File: src/rtl/bar_handshake_rr_arbiter.sv
// Round-robin arbiter sharing one ready/valid channel among N requesters,
// with optional burst locking and a single registered output stage.
module bar_handshake_rr_arbiter #(
    parameter int N         = 3,
    parameter int WIDTH     = 4,
    parameter int MAX_BURST = 2,
    localparam int GW       = $clog2(N)
) (
    input  logic                 CLK,
    input  logic                 ASYNCRESETN,
    input  logic [N-1:0]         req_valid,
    output logic [N-1:0]         req_ready,
    input  logic [N*WIDTH-1:0]   req_data,
    output logic                 out_valid,
    input  logic                 out_ready,
    output logic [WIDTH-1:0]     out_data,
    output logic [GW-1:0]        out_grant,
    output logic                 locked
);

    localparam int BW = (MAX_BURST < 2) ? 1 : $clog2(MAX_BURST + 1);

    typedef enum logic {
        IDLE,
        LOCKED
    } state_t;

    state_t          state_q, state_d;
    logic [GW-1:0]   rr_ptr_q, rr_ptr_d;
    logic [GW-1:0]   owner_q, owner_d;
    logic [BW-1:0]   burst_q, burst_d;

    logic            load_en;
    logic            xfer;
    logic [GW-1:0]   scan_start;
    logic [GW-1:0]   winner;
    logic            winner_found;
    logic [WIDTH-1:0] sel_data;

    // Increment modulo N; N need not be a power of two.
    function automatic logic [GW-1:0] next_idx(input logic [GW-1:0] idx);
        if (idx == GW'(N - 1)) begin
            return '0;
        end
        return idx + GW'(1);
    endfunction

    // A locked owner that still has data wins outright; otherwise scan round-robin,
    // starting just past the owner when a lock is being released early.
    always_comb begin
        scan_start   = (state_q == LOCKED) ? next_idx(owner_q) : rr_ptr_q;
        winner       = '0;
        winner_found = 1'b0;
        if (state_q == LOCKED && req_valid[owner_q]) begin
            winner       = owner_q;
            winner_found = 1'b1;
        end else begin
            for (int k = 0; k < N; k++) begin
                if (!winner_found && req_valid[(int'(scan_start) + k) % N]) begin
                    winner       = GW'((int'(scan_start) + k) % N);
                    winner_found = 1'b1;
                end
            end
        end
    end

    assign load_en  = !out_valid || out_ready;
    assign xfer     = load_en && winner_found;
    assign sel_data = req_data[int'(winner)*WIDTH +: WIDTH];

    always_ff @(posedge CLK or negedge ASYNCRESETN) begin
        if (!ASYNCRESETN) begin
            state_q  <= IDLE;
            rr_ptr_q <= '0;
            owner_q  <= '0;
            burst_q  <= '0;
        end else begin
            state_q  <= state_d;
            rr_ptr_q <= rr_ptr_d;
            owner_q  <= owner_d;
            burst_q  <= burst_d;
        end
    end

    // Arbitration state only advances when the output stage can accept a beat.
    always_comb begin
        state_d  = state_q;
        rr_ptr_d = rr_ptr_q;
        owner_d  = owner_q;
        burst_d  = burst_q;
        if (load_en) begin
            case (state_q)
                IDLE: begin
                    if (winner_found) begin
                        if (MAX_BURST == 1) begin
                            rr_ptr_d = next_idx(winner);
                        end else begin
                            owner_d = winner;
                            burst_d = BW'(1);
                            state_d = LOCKED;
                        end
                    end
                end
                LOCKED: begin
                    if (req_valid[owner_q]) begin
                        if (burst_q + BW'(1) == BW'(MAX_BURST)) begin
                            rr_ptr_d = next_idx(owner_q);
                            burst_d  = '0;
                            state_d  = IDLE;
                        end else begin
                            burst_d = burst_q + BW'(1);
                        end
                    end else if (winner_found) begin
                        owner_d = winner;
                        burst_d = BW'(1);
                    end else begin
                        rr_ptr_d = next_idx(owner_q);
                        burst_d  = '0;
                        state_d  = IDLE;
                    end
                end
                default: state_d = IDLE;
            endcase
        end
    end

    // Ready is forced low while reset is held so nothing is accepted then.
    always_comb begin
        req_ready = '0;
        if (ASYNCRESETN && load_en && winner_found) begin
            req_ready = N'(1) << winner;
        end
        locked = (state_q == LOCKED);
    end

    always_ff @(posedge CLK or negedge ASYNCRESETN) begin
        if (!ASYNCRESETN) begin
            out_valid <= 1'b0;
            out_data  <= '0;
            out_grant <= '0;
        end else if (load_en) begin
            out_valid <= xfer;
            if (xfer) begin
                out_data  <= sel_data;
                out_grant <= winner;
            end
        end
    end

endmodule

File: config.mk
export PLATFORM = sky130hd
export DESIGN_NAME = bar_handshake_rr_arbiter
export DESIGN_NICKNAME = d
export VERILOG_FILES = /design/src/rtl/bar_handshake_rr_arbiter.sv
export SDC_FILE = /design/constraint.sdc
export NUM_CORES = 1
export LEC_CHECK = 0
export BUFFER_PORTS_ARGS = -buffer_cell sky130_fd_sc_hd__buf_2
export CORE_UTILIZATION = 39
export DETAILED_ROUTE_END_ITERATION = 10
export PLACE_DENSITY = 0.67
export SLEW_MARGIN = 20
export SYNTH_ARGS = -nofsm -noshare
export SYNTH_HDL_FRONTEND = slang
export SYNTH_SLANG_ARGS = --single-unit
File: constraint.sdc
create_clock -name CLK -period 5 [get_ports CLK]
set_input_delay 1 -clock CLK [delete_from_list [all_inputs] [get_ports CLK]]
set_output_delay 1 -clock CLK [all_outputs]
set_load 0.005 [all_outputs]
# [Word-level counts from Yosys, hierarchy flattened]
# Index checks and enable logic that the tools add are counted.
[word_totals] ff_bits=14 inputBits=18 out_inout_bits=11 word_cells=92
[classes] addsub=4 n_div=3 order_cmp=4 eq_ne=6 shift=2 muxes=51 n_bitwise=1 reduce_logical=14
[ops] op="32-bit by 4-bit less-than comparator with 1-bit output (second input constant)" count=3
[ops] op="32-bit by 3-bit remainder unit with 32-bit output (second input constant)" count=2
[ops] op="2-bit 2-to-1 mux" count=17
[ops] op="3-bit by 3-bit remainder unit with 32-bit output (second input constant)" count=1
[ops] op="1-bit 2-to-1 mux" count=26
[ops] op="12-bit by 5-bit indexed part select with 4-bit output" count=1
[ops] op="1-bit binary-select mux with 2-bit select" count=4
[ops] op="2-bit one-hot mux with 2 select lines" count=2
[ops] op="1-bit logical AND" count=6
[ops] op="2-bit AND reduction" count=3
[ops] op="2-bit by 1-bit adder with 2-bit output (second input constant)" count=2
[ops] op="2-bit equality test (second input constant)" count=2
[ops] op="2-bit by 1-bit inequality test with 1-bit output (second input constant)" count=2
[ops] op="2-bit inequality test (second input constant)" count=2
[ops] op="4-bit AND reduction" count=1
[ops] op="2-bit by 1-bit adder with 3-bit output (second input constant)" count=1
[ops] op="2-bit by 2-bit adder with 3-bit output (second input constant)" count=1
[ops] op="1-bit logical NOT" count=3
[ops] op="2-bit by 3-bit less-than comparator with 1-bit output (second input constant)" count=1
[ops] op="3-bit 2-to-1 mux" count=1
[ops] op="1-bit by 2-bit left shift with 3-bit output (first input constant)" count=1
[ops] op="1-bit one-hot mux with 2 select lines" count=1
[ops] op="1-bit logical OR" count=1
[ops] op="1-bit inverter" count=1

# [Depth between registers and ports, before layout]
# Gate-level depths: netlist of the first run.
[logic_depth] word_depth=25 ltp_mapped=12 mapped_depth_nobuf=9

# [Least setup slack after synthesis of the first run]
# Ideal clock, no wire load.
[synth_path] kind="reg-to-output" from="register state_q, in the netlist locked" to="output req_ready[0]" arrival_time_ps=2325 t_required_ps=4000 setup_slack_ps=1675 path_stages_with_launch=11 path_buffers=1 path_cell_list="dfrtp_1 -> buf_6 -> and3b_2 -> a21oi_1 -> ha_1 -> mux2_2 -> nor3_2 -> a21oi_1 -> o22a_1 -> mux2_2 -> nor3_1"
[synth_via] elab_chain_cells=17 elab_cells_between_ends=33 cone_classes="add/sub: 2; div: 3; shift: 1; mux: 21; reduce/logical: 6"
[synth_rtl] item="start, declared" line_no="28" text="state_t state_q, state_d;"
[synth_rtl] item="start signal, assigned" line_no="78" text="state_q <= state_d;"
[synth_rtl] item="branches (longest 16 deep; another with 32-bit by 3-bit remainder unit with 32-bit output)"
[synth_rtl] item="3-bit 2-to-1 mux *" line_no="130" text="if (ASYNCRESETN && load_en && winner_found) begin"
[synth_rtl] item="end, declared" line_no="12" text="output logic [N-1:0] req_ready,"
# Every way passes the cells marked *. The select of a mux whose other input is x is not followed.

# [Final worst setup path of the first run]
# Same ends and word-level chain as after synthesis.

==> results of run 1 <==
stage by stage:
step                      util (%)  instances  total power [mW]  instance area [um2]
final                         48.1        185              1.04                 1350
after detailed placement      46.8        181             0.938                 1310
after global placement        46.8        181             0.926                 1310
after CTS                     48.1        185              1.03                 1350
after floorplan                  -        126             0.798                 1170
after global routing          48.1        185              1.12                 1350
routing by layer:
| layer | part of all wire (%) | vias to the layer above | GRT usage, % |
|---|---|---|---|
| li1 | - | 532 | - |
| met1 | 48 | 531 | 27.3 |
| met2 | 46 | 36 | 28.2 |
| met3 | 4.7 | 4 | 1.61 |
| met4 | 1.0 | 0 | 4.18 |
| met5 | 0 | - | 0 |
how the worst max path moves through the flow:
stage               startpoint  slack [ns]  cells after the start            to
finish                  locked        0.86                     10  req_ready[0]
global route            locked        0.66                     10  req_ready[0]
CTS                     locked        0.87                     10  req_ready[0]
detailed placement      locked        1.21                     10  req_ready[0]
global placement        locked        1.31                     10  req_ready[0]
floorplan               locked        1.68                     10  req_ready[0]
cells by family after synthesis:
group                      synth area share [%]
and+or+nand+nor                            24.1
AOI/OAI and AO/OA                          27.1
buffers and inverters                      5.56
adders and majority gates                  2.14
muxes                                      11.2
DFF                                        29.9
flip-flops by register name, indices dropped and copies added, names as in the netlist:
register / cells
burst_q: 2
locked: 1
out_data: 4
out_grant: 2
out_valid: 1
owner_q: 2
rr_ptr_q: 2
layout make-up:
cell class | instances | area [um2] | area share, %
clock buffer | 4 | 36.3 | 2.69
sequential | 14 | 350 | 26.0
timing repair buffer | 28 | 140 | 10.4
inverter | 8 | 30.0 | 2.22
multi-input combinational | 100 | 754 | 55.9
tap | 31 | 38.8 | 2.87
power by group:
group	leakage (nW)	switching [mW]	internal, mW	total [mW]
logic	0.417	0.412	0.325	0.737
registers	0.165	0.0510	0.163	0.214
clock network	0.0210	0.0400	0.0444	0.0844
worst max-delay path: stages (launching register included):
cell and delay, ns:
dfrtp_1 0.52, and3b_2 0.31, a21oi_1 0.14, ha_1 0.37
mux2_2 0.40, nor3_2 0.26, a21oi_1 0.07, o22a_1 0.23
mux2_2 0.28, nor3_1 0.14, buf_2 0.14
layout by cell type (no fill, tap or decap), drive strengths merged, types with 2 or more instances in the layout:
cell type and n:
clkbuf 4, o22ai 2, o21ai 7, mux2i 3, nand2b 2, nor2b 4
nor3b 2, nand3b 3, a21oi 9, nor2 10, o211ai 2, o221ai 2
inv 8, nor3 4, dfrtp 14, a221oi 5, mux2 9, nand2 7
buf 28, a2111oi 4, o21a 3, ha 2, and2 6, o22a 2
==> impl_metrics.tcl, run 1 <==
set metrics [dict create \
    totalWireLength_um 2790 \
    ys_types 49 \
    synth_seq_cells 14 \
    post_drt_via_cell_ratio 5.96 \
    path_max_fanout 11 \
    setup_violations 0 \
    die_w_um 56.8 \
    grt_pass1_vias 976 \
    violations "design-rule violations" \
    cts_max_path_buffers 2 \
    syn-cell-area_um2 1170 \
    cts_tree "built" \
    fmax_ghz 0.242 \
    finalCritPeriodShare_pct 82.8 \
    syn_to_final_growth_pct 15.4 \
    cts.sinks 14 \
    setup_tns_ns 0 \
    avgSynthCellArea_um2 9.28 \
    hold_path.class "register to register" \
    synth.most_common_cell "dfrtp_1" \
    first_pass_iters 7 \
    row_count 19 \
    r2r_cells 9 \
    leakage_nw 0.603 \
    reg2reg_to "out_data[2]" \
    clk_pin_slew_ns 0.09 \
    detail-route-antenna-nets 0 \
    cts_hold_buf 0 \
    rsz0062_at_grt "false" \
    required_ns 4.00 \
    synth_top_area_share_pct 29.9 \
    start_util_pct 41.7 \
    drc 2 \
    ys_top_cells_by_area "dfrtp_1 30%, mux2_2 4.8%, mux2_1 3.9%, a221oi_1 3.7%, a21oi_1 3.4%" \
    whs_path_depth 1 \
    numCtsBuffers 3 \
    arrival_ns 3.14 \
    slew_headroom_pct 61.4 \
    synthCells 126 \
    endpoint_kind "primary output" \
    rr_startpoint "locked" \
    ctsResizeCount 0 \
    rrSetupSlack_ns 1.93 \
    antenna_cells 0 \
    cap_violations 0 \
    vdd_ir_drop_max_uv 426 \
    hold_viol 0 \
    critPathLaunchType "register" \
    ys_warn_count 0 \
    die_h_um 56.8 \
    htreeDepth 1 \
    synth_commonest_cells "14 x dfrtp_1, 9 x nor2_1, 8 x a21oi_1, 8 x inv_1" \
    grt_pass1_wl_um 4620 \
    powerDensity_nw_per_um2 767 \
    critPathKind "register to primary output" \
    ios 29 \
    layout.nets 175 \
    skew_ns 0.00273 \
    postSynth.asyncResetShare_pct 100 \
    ys_seq_area_share_pct 29.9 \
    drt_iter0_drc 43 \
    dp_hpwl_um 2100 \
    outcome "finished with violations" \
    port_buffers 28 \
    hold_end "out_grant[1]" \
    coreArea_um2 2810 \
    worstMarginPinSlew_ns 0.575 \
    wl_per_cell_um 15.1 \
    setup_slack_ns 0.861 \
    grt_overflow 0 \
    gp_congestion 0.928 \
    period_needed_ns 4.14 \
    antenna_found_initial 0 \
    cts-root-buf "clkbuf_4" \
    syn_nets 146 \
    vias 1103 \
    dp_worst_setup_slack_ns 1.21 \
    worstHoldStart "out_grant[1]" \
    timing.hold.ws_ns 0.481 \
    grt_max_degree 17 \
    cts_setup_buffers 0 \
    clkLatencyLatePin_ns 0.29 \
    die-area_um2 3220 \
    synth_top_area_cell "dfrtp_1" \
    synth-main-ff-cell "dfrtp_1" \
    drive_gt1_share_pct 33.1 \
    fill_cells 272 \
    slew_viol_final 0 \
    grt_usage_pct 18.2 \
    synth_edf_count 0 \
]
No activity file was read; power rests on OpenSTA's default activity.
==> run 2, diff against run 1 <==
- PLACE_DENSITY: 0.67 -> 0.69
- clock period: 5 -> 3.7 ns (I/O delays scaled with it)
==> run 2 against run 1 <==
Effect of this change:
- the flow still finishes with violations (design-rule violations)
- clock-buffer cell count is 1 lower
- non-clock buffer count grew 8
- critical path depth is the same
- global-route usage up 0.71 points
==> impl_metrics.tcl, run 2 (synthesized netlist as in run 1, its figures left out) <==
set metrics [dict create \
    outcome "finished with violations" \
    violations "design-rule violations" \
    crit_start "owner_q[0]" \
    grt_pass1_vias 1040 \
    period_needed_ns 3.62 \
    start_util_pct 41.7 \
    row_count 19 \
    layout.nets 183 \
    critPathKind "register to primary output" \
    cts-root-buf "clkbuf_4" \
    gp_congestion 0.886 \
    totalWireLength_um 3010 \
    drc 2 \
    finalCritPeriodShare_pct 97.8 \
    detail-route-antenna-nets 0 \
    top_register "out_data" \
    post_drt_via_cell_ratio 5.91 \
    worstMarginPinSlew_ns 0.536 \
    coreArea_um2 2810 \
    ios 29 \
    numCtsBuffers 3 \
    fmax_ghz 0.276 \
    post-route-util_pct 51.0 \
    slew_viol_final 0 \
    die_h_um 56.8 \
    largest_reg_flops 4 \
    antenna_found_initial 0 \
    rr_startpoint "owner_q[0]" \
    grt_pass1_wl_um 4770 \
    required_ns 2.96 \
    critPathLaunchType "register" \
    rrSetupSlack_ns 0.82 \
    drt_iter0_drc 38 \
    final_common_cell "buf_2" \
    multiInputGateArea_um2 787 \
    setup_violations 0 \
    hold_path.class "primary input to async pin" \
    seqCellArea_um2 354 \
    vias 1135 \
    cp-endpoint "req_ready[0]" \
    die-area_um2 3220 \
    layout_common_cells "28 x buf_2, 11 x dfrtp_1, 9 x nor2_1, 8 x inv_1" \
    final_cell_count_no_fill 192 \
    clk_pin_slew_ns 0.08 \
    setup_tns_ns 0 \
    drive_gt1_share_pct 41.0 \
    vdd_ir_drop_max_uv 445 \
    clkLatencyLatePin_ns 0.28 \
    cts_max_path_buffers 2 \
    syn_to_final_growth_pct 22.2 \
    reg2reg_to "out_data[0]" \
    slew_headroom_pct 63.4 \
    cap_violations 0 \
    grt_max_degree 17 \
    r2r_cells 9 \
    path_max_fanout 7 \
    first_pass_iters 7 \
    port_buffers 28 \
    endpoint_kind "primary output" \
    cts.sinks 14 \
    power_mw 1.52 \
    fill_cells 276 \
    htreeDepth 1 \
    grt_overflow 0 \
    dp_worst_setup_slack_ns 0.192 \
    grt_usage_pct 18.9 \
    powerDensity_nw_per_um2 1060 \
    setup_slack_ns 0.0798 \
    cts_tree "built" \
    wl_per_cell_um 15.7 \
    leakage_nw 0.632 \
    arrival_ns 2.88 \
    die_w_um 56.8 \
    antenna_cells 0 \
    numPlacedInstances 182 \
    hold_viol 0 \
    skew_ns 0.00334 \
    dp_hpwl_um 2190 \
]
run 2: cell types whose count changed in the layout (fill, tap and decap cells not counted), moves of 2 or more:
cell | before | now
dfrtp_1 | 14 | 11
dfrtp_2 | 0 | 3
ha_1 | 2 | 0
buf_4 | 0 | 7
run 2: worst max-delay path, cell delays in order (launching register included):
cell	delay (ns)
dfrtp_2	0.45
and3b_2	0.28
a21oi_2	0.17
ha_4	0.19
mux2_2	0.38
nor3_4	0.27
a21oi_1	0.08
o22a_1	0.23
mux2_2	0.28
nor3_1	0.14
buf_2	0.14
run 2: stage by stage:
stage / area [um2] / hold slack, ns
floorplan: 1170 / 0.444
global placement: 1320 / 0.458
detailed placement: 1320 / 0.461
CTS: 1360 / 0.362
global route: 1430 / 0.381
finish: 1430 / 0.357
run 2: what timing repair did:
| item | 4_1_cts | 5_1_grt |
|---|---|---|
| gates resized for setup | 4 | 6 |
| endpoints found under the setup margin | 2 | 3 |
| hold buffers | 0 | 0 |
| buffers inserted | 0 | 7 |
| endpoints found under the hold margin | 0 | 0 |
| pin swaps | 1 | 2 |
| gates cloned | 0 | 0 |
run 2: worst min-delay path by stage:
| stage | cells past startpoint | endpoint | slack, ns | from |
|---|---|---|---|---|
| floorplan | 0 | burst_q[0] | 0.44 | ASYNCRESETN |
| detailed placement | 1 | out_grant[1] | 0.46 | out_grant[1] |
| finish | 1 | out_data[0] | 0.36 | ASYNCRESETN |
| global placement | 1 | out_grant[1] | 0.46 | out_grant[1] |
| global route | 1 | locked | 0.38 | ASYNCRESETN |
| CTS | 1 | burst_q[1] | 0.36 | ASYNCRESETN |
run 2: cell type report:
cell class                 instances  area share, %
inverter                           8           2.10
timing repair buffer              36           13.8
multi-input combinational        100           55.0
sequential                        14           24.8
tap                               31           2.71
clock buffer                       3           1.57
run 2: routing by layer:
metal / part of all wire, % / GRT usage [%] / up-vias / wire [um]
met2: 50 / 30.8 / 28 / 1510
met5: 0 / 0 / - / 0
li1: - / - / 551 / -
met4: 1.3 / 7.67 / 0 / 40
met3: 4.0 / 1.84 / 5 / 122
met1: 45 / 25.6 / 551 / 1340
run 2: where the power goes:
| part | internal (mW) | switching, mW |
|---|---|---|
| clock network | 0.0377 | 0.0469 |
| logic | 0.540 | 0.617 |
| registers | 0.224 | 0.0579 |
| total | 0.801 | 0.721 |
==> run 3, diff against run 2 <==
- ABC_AREA: default -> 1
==> run 3 against run 2 <==
Effect of this change:
- the flow still finishes with violations (design-rule violations)
- cell count grew 23%
- global-route usage shrank 2.0 points
- die area shrank 3.8%
- via count grew 2.4%
- critical path depth grew 6
- flip-flop and latch count is the same
- clock skew grew 0.010 ns
- non-clock buffer count shrank 4
- clock-buffer cell count grew 1
- utilization shrank 0.87 points
- sequential share of layout area grew 0.90 points
- critical path type unchanged
- highest routed layer unchanged
==> impl_metrics.tcl, run 3 <==
set metrics [dict create \
    synth_top_area_share_pct 31.2 \
    slew_viol_final 0 \
    row_count 19 \
    synth_compound_area_share_pct 11.0 \
    reg2reg_to "out_data[0]" \
    dp_worst_setup_slack_ns 0.461 \
    vias 1162 \
    synth.most_common_cell "nand2_1" \
    syn_to_final_growth_pct 21.9 \
    yosys.area_share.simple_pct 42.7 \
    setup_tns_ns 0 \
    hold_viol 0 \
    fmax_ghz 0.289 \
    grt_max_degree 17 \
    grt_pass1_vias 990 \
    ys_seq_area_share_pct 31.2 \
    antenna_cells 0 \
    path_max_fanout 7 \
    synthAdderAreaFrac_pct 2.23 \
    largest_reg_flops 4 \
    clkLatencyLatePin_ns 0.30 \
    drive_gt1_share_pct 32.2 \
    gp_congestion 0.854 \
    slew_headroom_pct 76.2 \
    htreeDepth 1 \
    synth_edf_count 0 \
    clk_pin_slew_ns 0.10 \
    die-area_um2 3100 \
    hold_path.class "primary input to async pin" \
    postSynth.asyncResetShare_pct 100 \
    grt_usage_pct 16.9 \
    layout_common_cells "39 x nand2_1, 31 x inv_1, 28 x buf_2, 20 x nand3_1, 14 x nor2_1" \
    worstMarginPinSlew_ns 0.357 \
    antenna_found_initial 0 \
    fill_cells 277 \
    final_common_cell "nand2_1" \
    setup_violations 0 \
    ios 29 \
    grt_pass1_wl_um 4190 \
    layout.nets 226 \
    port_buffers 28 \
    synth.area.mux_share_pct 0 \
    rsz0062_at_grt "false" \
    cts_max_path_buffers 2 \
    period_needed_ns 3.46 \
    arrival_ns 2.72 \
    critPathLaunchType "register" \
    totalWireLength_um 2490 \
    synth_xor_area_share_pct 0 \
    cts-root-buf "clkbuf_4" \
    ys_top_cells_by_area "dfrtp_1 31%, nand2_1 13%, inv_1 10%, nand3_1 9.4%, nor2_1 4.7%" \
    rrSetupSlack_ns 1.20 \
    syn_nets 190 \
    synth_top_area_cell "dfrtp_1" \
    synth_commonest_cells "40 x nand2_1, 31 x inv_1, 21 x nand3_1, 14 x dfrtp_1, 14 x nor2_1" \
    syn-cell-area_um2 1120 \
    dp_hpwl_um 1980 \
    ys_types 24 \
    endpoint_kind "primary output" \
    synth-main-ff-cell "dfrtp_1" \
    cts_tree "built" \
    required_ns 2.96 \
    outcome "finished with violations" \
    finalCritPeriodShare_pct 93.4 \
    ys_warn_count 0 \
    r2r_cells 16 \
    coreArea_um2 2730 \
    post_drt_via_cell_ratio 4.92 \
    critPathKind "register to primary output" \
    synth_top_family_by_area "simple AND/OR/NAND/NOR gates" \
    avgSynthCellArea_um2 6.61 \
    wl_per_cell_um 10.6 \
    drt_iter0_drc 35 \
    skew_ns 0.0135 \
    cts.sinks 14 \
    cap_violations 0 \
    drc 2 \
    violations "design-rule violations" \
    grt_overflow 0 \
    synth_seq_cells 14 \
    die_h_um 55.7 \
    cts_hold_buf 0 \
    detail-route-antenna-nets 0 \
    numCtsBuffers 3 \
    rr_startpoint "locked" \
    start_util_pct 41.1 \
    first_pass_iters 7 \
    synthCells 170 \
    top_register "out_data" \
    setup_slack_ns 0.245 \
    die_w_um 55.7 \
]
run 3: worst max-delay path by stage:
stage | endpoint | from | slack (ns) | depth (start not counted)
2_1_floorplan | req_ready[0] | locked | 0.76 | 15
3_3_place_gp | req_ready[0] | locked | 0.47 | 16
3_5_place_dp | req_ready[0] | locked | 0.46 | 16
4_1_cts | req_ready[0] | locked | 0.11 | 16
5_1_grt | req_ready[0] | locked | 0.01 | 16
6_report | req_ready[0] | locked | 0.24 | 16
run 3: layout make-up:
class	instances	area (um2)	area share, %
sequential	14	352	25.7
tap	31	38.8	2.83
clock buffer	4	36.3	2.65
multi-input combinational	120	639	46.7
timing repair buffer	32	170	12.4
inverter	35	134	9.77
run 3: kinds of logic (layout without fill, tap and decap cells):
| family | Yosys count | in the layout |
|---|---|---|
| and+or+nand+nor | 96 | 96 |
| buffers and inverters | 36 | 71 |
| AOI/OAI and AO/OA | 22 | 22 |
| DFF | 14 | 14 |
| adders and majority gates | 2 | 2 |
run 3: repair_timing:
action                     4_1_cts  5_1_grt
setup endpoints to repair        0        3
buffers inserted                 0        4
resized for setup                0        4
run 3: worst max-delay path, cell delays in order (launching register included):
cell and delay [ns]:
dfrtp_2 0.44, inv_1 0.12, nand2_1 0.07, nand2_2 0.12, inv_1 0.08, ha_1 0.33, inv_1 0.08, a21oi_1 0.14
nand2_1 0.07, nand2_2 0.11, nand3_2 0.13, o21ai_2 0.14, nand3_2 0.14, nand2_4 0.14, nand3_1 0.09, nor2_1 0.11
buf_2 0.11
run 3: layer usage:
metal  track usage, %  up-vias  wire length (um)
li1                 -      602                 -
met1             22.9      531              1250
met3             3.49        7                79
met5                0        -                 0
met2             27.0       22              1120
met4             5.36        0                45
run 3: through the flow:
| step | utilization (%) | cell area [um2] | instances | hold slack [ns] |
|---|---|---|---|---|
| finish | 50.1 | 1370 | 236 | 0.333 |
| global route | 50.1 | 1370 | 236 | 0.355 |
| CTS | 48.6 | 1330 | 232 | 0.333 |
| detailed placement | 47.2 | 1290 | 228 | 0.468 |
| global placement | 47.2 | 1290 | 228 | 0.468 |
| floorplan | - | 1120 | 170 | 0.444 |
Power of run 3 is not shown: default switching activity piles up to over one toggle a cycle in this logic, so the estimate is an artifact.
